### config.mk
export PLATFORM = sky130hd
export DESIGN_NAME = mem_arbiter
export DESIGN_NICKNAME = d
export VERILOG_FILES = /design/src/rtl/mem_arbiter.sv
export SDC_FILE = /design/constraint.sdc
export NUM_CORES = 1
export LEC_CHECK = 0
export BUFFER_PORTS_ARGS = -buffer_cell sky130_fd_sc_hd__buf_2
export CORE_AREA = 2 2 115 117
export CTS_CLUSTER_DIAMETER = 60
export DETAILED_ROUTE_END_ITERATION = 10
export DIE_AREA = 0 0 117 119
export GPL_TIMING_DRIVEN = 0
export PLACE_DENSITY = 0.63
export SYNTH_ARGS = -nofsm -noshare
export SYNTH_HDL_FRONTEND = slang
export SYNTH_SLANG_ARGS = --single-unit
### constraint.sdc
create_clock -name clk -period 3.25 [get_ports clk]
set_input_delay 0.1625 -clock clk [delete_from_list [all_inputs] [get_ports clk]]
set_output_delay 0.1625 -clock clk [all_outputs]
set_load 0.01 [all_outputs]
### src/rtl/mem_arbiter.sv
// mem_arbiter: shares the single data-memory port of mem_ctrl between the CPU
// core (m0) and a secondary master (m1). Single-beat req/gnt handshake; the
// command is forwarded in the grant cycle and read data returns one cycle later.
// Optional feature macro: MEM_ARB_FAIR_EN
//   defined   -> round-robin with a MAX_BURST consecutive-grant limit
//   undefined -> fixed priority, m0 always wins when it requests
module mem_arbiter #(
    parameter int ADDR_WIDTH = 32,
    parameter int DATA_WIDTH = 32,
    parameter int MAX_BURST  = 4
) (
    input  logic                  clk,
    input  logic                  rst_n,
    input  logic                  m0_req,
    input  logic                  m0_we,
    input  logic [ADDR_WIDTH-1:0] m0_addr,
    input  logic [DATA_WIDTH-1:0] m0_wdata,
    output logic                  m0_gnt,
    output logic                  m0_rvalid,
    output logic [DATA_WIDTH-1:0] m0_rdata,
    input  logic                  m1_req,
    input  logic                  m1_we,
    input  logic [ADDR_WIDTH-1:0] m1_addr,
    input  logic [DATA_WIDTH-1:0] m1_wdata,
    output logic                  m1_gnt,
    output logic                  m1_rvalid,
    output logic [DATA_WIDTH-1:0] m1_rdata,
    output logic [ADDR_WIDTH-1:0] mem_addr,
    output logic [DATA_WIDTH-1:0] mem_wdata,
    output logic                  mem_we,
    output logic                  mem_re,
    input  logic [DATA_WIDTH-1:0] mem_rdata
);

    typedef struct packed {
        logic                  we;
        logic [ADDR_WIDTH-1:0] addr;
        logic [DATA_WIDTH-1:0] wdata;
    } cmd_t;

    if (MAX_BURST < 1 || MAX_BURST > 15) begin : g_bad_burst
        $error("mem_arbiter: MAX_BURST must be in 1..15");
    end

    cmd_t       cmd0, cmd1;
    logic       pick1;      // 1: m1 is the candidate winner this cycle
    logic [1:0] rvld_q;     // [0] -> m0, [1] -> m1 read response next cycle
    logic [DATA_WIDTH-1:0] rdata0_q, rdata1_q;

    assign cmd0 = {m0_we, m0_addr, m0_wdata};
    assign cmd1 = {m1_we, m1_addr, m1_wdata};

`ifdef MEM_ARB_FAIR_EN
    localparam logic [3:0] BURST_LIM = 4'(MAX_BURST);

    logic       last_q;     // most recent winner (1 = m1)
    logic [3:0] burst_q;    // consecutive grants to last_q, 0 after an idle cycle

    // Round-robin choice; the current owner keeps the port until its burst limit
    always_comb begin
        pick1 = m1_req;
        if (m0_req && m1_req) begin
            if (burst_q != 4'd0 && burst_q < BURST_LIM)
                pick1 = last_q;
            else
                pick1 = ~last_q;
        end
    end

    // Track last winner and saturating run length of consecutive grants
    always_ff @(posedge clk or negedge rst_n) begin
        if (!rst_n) begin
            last_q  <= 1'b1;    // m0 wins the first tie after reset
            burst_q <= 4'd0;
        end else if (m0_gnt || m1_gnt) begin
            if (burst_q != 4'd0 && m1_gnt == last_q) begin
                if (burst_q != 4'hF)
                    burst_q <= burst_q + 4'd1;
            end else begin
                burst_q <= 4'd1;
            end
            last_q <= m1_gnt;
        end else begin
            burst_q <= 4'd0;
        end
    end
`else
    // Fixed priority: m1 only gets the port when m0 is not asking
    always_comb begin
        pick1 = m1_req & ~m0_req;
    end
`endif

    // Grants are forced low while reset is asserted, independent of the clock
    assign m0_gnt = rst_n & m0_req & ~pick1;
    assign m1_gnt = rst_n & m1_req &  pick1;

    // Forward the winning command; drive an all-zero idle command otherwise
    always_comb begin
        mem_addr  = '0;
        mem_wdata = '0;
        mem_we    = 1'b0;
        mem_re    = 1'b0;
        if (m0_gnt) begin
            mem_addr  = cmd0.addr;
            mem_wdata = cmd0.wdata;
            mem_we    = cmd0.we;
            mem_re    = ~cmd0.we;
        end else if (m1_gnt) begin
            mem_addr  = cmd1.addr;
            mem_wdata = cmd1.wdata;
            mem_we    = cmd1.we;
            mem_re    = ~cmd1.we;
        end
    end

    // One-stage response pipeline: remember which master a read belongs to
    always_ff @(posedge clk or negedge rst_n) begin
        if (!rst_n)
            rvld_q <= 2'b00;
        else
            rvld_q <= {m1_gnt & ~m1_we, m0_gnt & ~m0_we};
    end

    // Hold the last delivered read data per master
    always_ff @(posedge clk or negedge rst_n) begin
        if (!rst_n) begin
            rdata0_q <= '0;
            rdata1_q <= '0;
        end else begin
            if (rvld_q[0]) rdata0_q <= mem_rdata;
            if (rvld_q[1]) rdata1_q <= mem_rdata;
        end
    end

    // mem_rdata is valid in the response cycle itself, so pass it straight through
    assign m0_rvalid = rvld_q[0];
    assign m1_rvalid = rvld_q[1];
    assign m0_rdata  = rvld_q[0] ? mem_rdata : rdata0_q;
    assign m1_rdata  = rvld_q[1] ? mem_rdata : rdata1_q;

endmodule

==> metrics <==
Max stage delay cell, worst path sky130_fd_sc_hd__buf_4; effective utilization at floorplan 0.2555; transition at the pin with the smallest max-transition slack 0.8358 ns; Detail Route Antenna Nets 0; DP Wirelength 9.879 mm; highest achievable clock rate between 0.3 and 0.4 GHz; data arrival at the endpoint of the critical path approximately 2.4 ns; via count of the first global-routing pass between 3000 and 4000; sort of element at the start of the critical path input pin; areal power density over the cells ~540 nW/um^2; status completed; post-CTS setup buffer count 0; min cycle time layout between 2 and 3 ns; detailed-route via count 3481; total CTS buffers 9; routed wire length 12.33 mm; gr usage total 0.1666; max-slew violation total from the final report 0; delay of the slowest cell on the worst path between 0.6 and 0.7 ns; H-tree depth 3; vertical die dimension 119 microns; Most Frequent Cell on Critical Path sky130_fd_sc_hd__buf_6; floorplan die width 117 microns; number of max-cap violations 0; sequential area share after synthesis 0.5021; initial antenna violation count 0; Static Leakage between 2 and 3 nW; maximum number of pins on one net before global-route repair 70; PortBufs between 200 and 300; detail-routed via count per cell slightly below 5; cell count after synthesis 232; Yosys warning total 0; worst-skew pair later-pin latency 0.32 ns; Sinks on Clock Net 66; number of failing hold endpoints at the final stage 0; final cycle utilization of the critical path 0.7964; worst endpoint required time approximately 3 ns; number of hold-repair buffers added at the cts stage 1; Slew headroom 0.4428; top fanout value on the critical path between 60 and 70; global-route wire length before repair between 15 and 20 mm; top area cells in the synthesized netlist sky130_fd_sc_hd__dfrtp_1 50%, sky130_fd_sc_hd__mux2_2 21%, sky130_fd_sc_hd__a32o_1 20%, sky130_fd_sc_hd__buf_6 3.8%, sky130_fd_sc_hd__buf_2 1.5%; Row Count 42; Resized Gates After CTS 0; accumulated negative setup slack 0 ns; Worst VDD drop 0.0002053 V; final net count slightly above 700; Finished Core Util 0.4156; library cell with the largest summed area after synthesis sky130_fd_sc_hd__dfrtp_1; Mapped Area 3289 sq um; share of final-layout standard cells stronger than drive strength 1 0.7349; Max Buffers Root-to-Sink 2; crit path capture type output port; Worst Path Class, Setup input pin to output port; drt initial violations 161; global-route congestion overflow total 0; Area growth, synth to finish 62.69%; routed wirelength normalized by instance count 17.05 microns; DRT Pass-1 Iters 5; distinct cell type count after synthesis 16; post-detailed-route DRC marker count 0; Std-Cell Core Area 12870 sq um; # IOs 300; number of diodes 0; Post-Syn Nets 398; cells along the critical path dlygate4sd3_1, buf_4, nand2_1, inv_2, buf_6, buf_6, a32o_1, buf_2; area of the die 13920 sq um; setup repair after global routing missed its margin false; average instance area after synthesis 14.18 sq um; clock skew 0.007025 ns; Clock Root Buffer sky130_fd_sc_hd__clkbuf_16; final setup fails 0; post-synth top area share 0.5021; Bufs and invs on worst path 6; clock slew at the register clock pins of the worst setup and hold paths 0.05 ns; path type of the worst min-delay path input pin to flop; cell class contributing the biggest share of worst-path delay buffers and inverters; TritonCTS clock tree built; global placer's final weighted congestion 0.8519; flip-flop and latch count after synthesis 66
==> cell usage after synthesis <==
cell,number
sky130_fd_sc_hd__nor2b_4,1
sky130_fd_sc_hd__mux2_2,60
sky130_fd_sc_hd__buf_4,4
sky130_fd_sc_hd__nand3b_1,1
sky130_fd_sc_hd__nand2_1,1
sky130_fd_sc_hd__o22ai_1,1
sky130_fd_sc_hd__inv_2,1
sky130_fd_sc_hd__dfrtp_1,66
sky130_fd_sc_hd__a32o_1,65
sky130_fd_sc_hd__clkbuf_2,1
sky130_fd_sc_hd__buf_6,11
sky130_fd_sc_hd__nor2_1,2
sky130_fd_sc_hd__inv_1,1
sky130_fd_sc_hd__mux2_1,4
sky130_fd_sc_hd__buf_2,10
sky130_fd_sc_hd__clkbuf_1,3
==> metrics by stage <==
stage / hold slack [ns] / cells / power [mW] / worst slack (ns) / area, sq um
after global placement: 0.3530 / 706 / 1.819 / 0.6748 / 5001
after floorplan: -0.1331 / 232 / 1.444 / 1.953 / 3289
after CTS: 0.01331 / 723 / 2.931 / 0.6125 / 5351
final: 0.02472 / 723 / 2.886 / 0.6618 / 5351
after global routing: 0.01671 / 723 / 3.048 / 0.4087 / 5351
after detailed placement: 0.3256 / 706 / 1.844 / 1.160 / 5004
==> per-layer routing <==
| metal | track usage | wire [microns] | share of wire |
|---|---|---|---|
| met5 | 0 | 0 | 0 |
| met4 | 0.05662 | 280 | 0.023 |
| met3 | 0.05344 | 1278 | 0.10 |
| met2 | 0.2796 | 6046 | 0.49 |
| met1 | 0.1990 | 4724 | 0.38 |
==> cell type report <==
cell class | instances | area (sq um)
Tap cell | 176 | 220.2
Sequential cell | 66 | 1652
Clock inverter | 5 | 85.08
Fill cell | 1216 | 7523
Clock buffer | 11 | 252.7
Multi-Input combinational cell | 135 | 1410
Inverter | 2 | 7.507
Buffer | 29 | 220.2
Timing Repair Buffer | 299 | 1504
==> logic make-up (layout without fill, tap and decap cells) <==
logic type      Yosys count  in the layout  synth area share
flops                    66             66            0.5021
buf+inv                  31            346           0.06923
simple gates              5              5          0.009889
mux                      64             64            0.2191
compound gates           66             66            0.1997
==> power by group <==
group	switching (mW)	internal (mW)
Sequential	0.0382	0.984
Clock	0.346	0.717
Combinational	0.406	0.395
Total	0.790	2.10
==> registers in the layout (all words and copies together), names as in the netlist <==
register	count
rvld_q	2
rdata1_q	32
rdata0_q	32
==> cell usage in the layout (no fill, tap or decap), types with 2 or more instances in the layout <==
cell type	n
sky130_fd_sc_hd__dfrtp_1	66
sky130_fd_sc_hd__mux2_1	4
sky130_fd_sc_hd__clkbuf_16	9
sky130_fd_sc_hd__buf_6	11
sky130_fd_sc_hd__buf_2	307
sky130_fd_sc_hd__nor2_1	2
sky130_fd_sc_hd__bufinv_16	2
sky130_fd_sc_hd__mux2_2	60
sky130_fd_sc_hd__a32o_1	65
sky130_fd_sc_hd__clkbuf_8	2
sky130_fd_sc_hd__buf_4	5
sky130_fd_sc_hd__clkbuf_1	3
==> worst paths after layout <==
path | to | start | depth (start not counted) | slack (ns)
setup / recovery | mem_wdata[12] | rst_n | 8 | 0.66
hold / removal | rvld_q[1] | m1_we | 2 | 0.02
setup reg to reg | rdata1_q[13] | rvld_q[1] | 3 | 1.92
hold reg to reg | rdata0_q[8] | rdata0_q[8] | 1 | 0.49
max in group asynchronous | rvld_q[1] | rst_n | 2 | 2.20
min in group asynchronous | rdata0_q[6] | rst_n | 2 | 0.52
No activity file was read; power rests on OpenSTA's default activity.
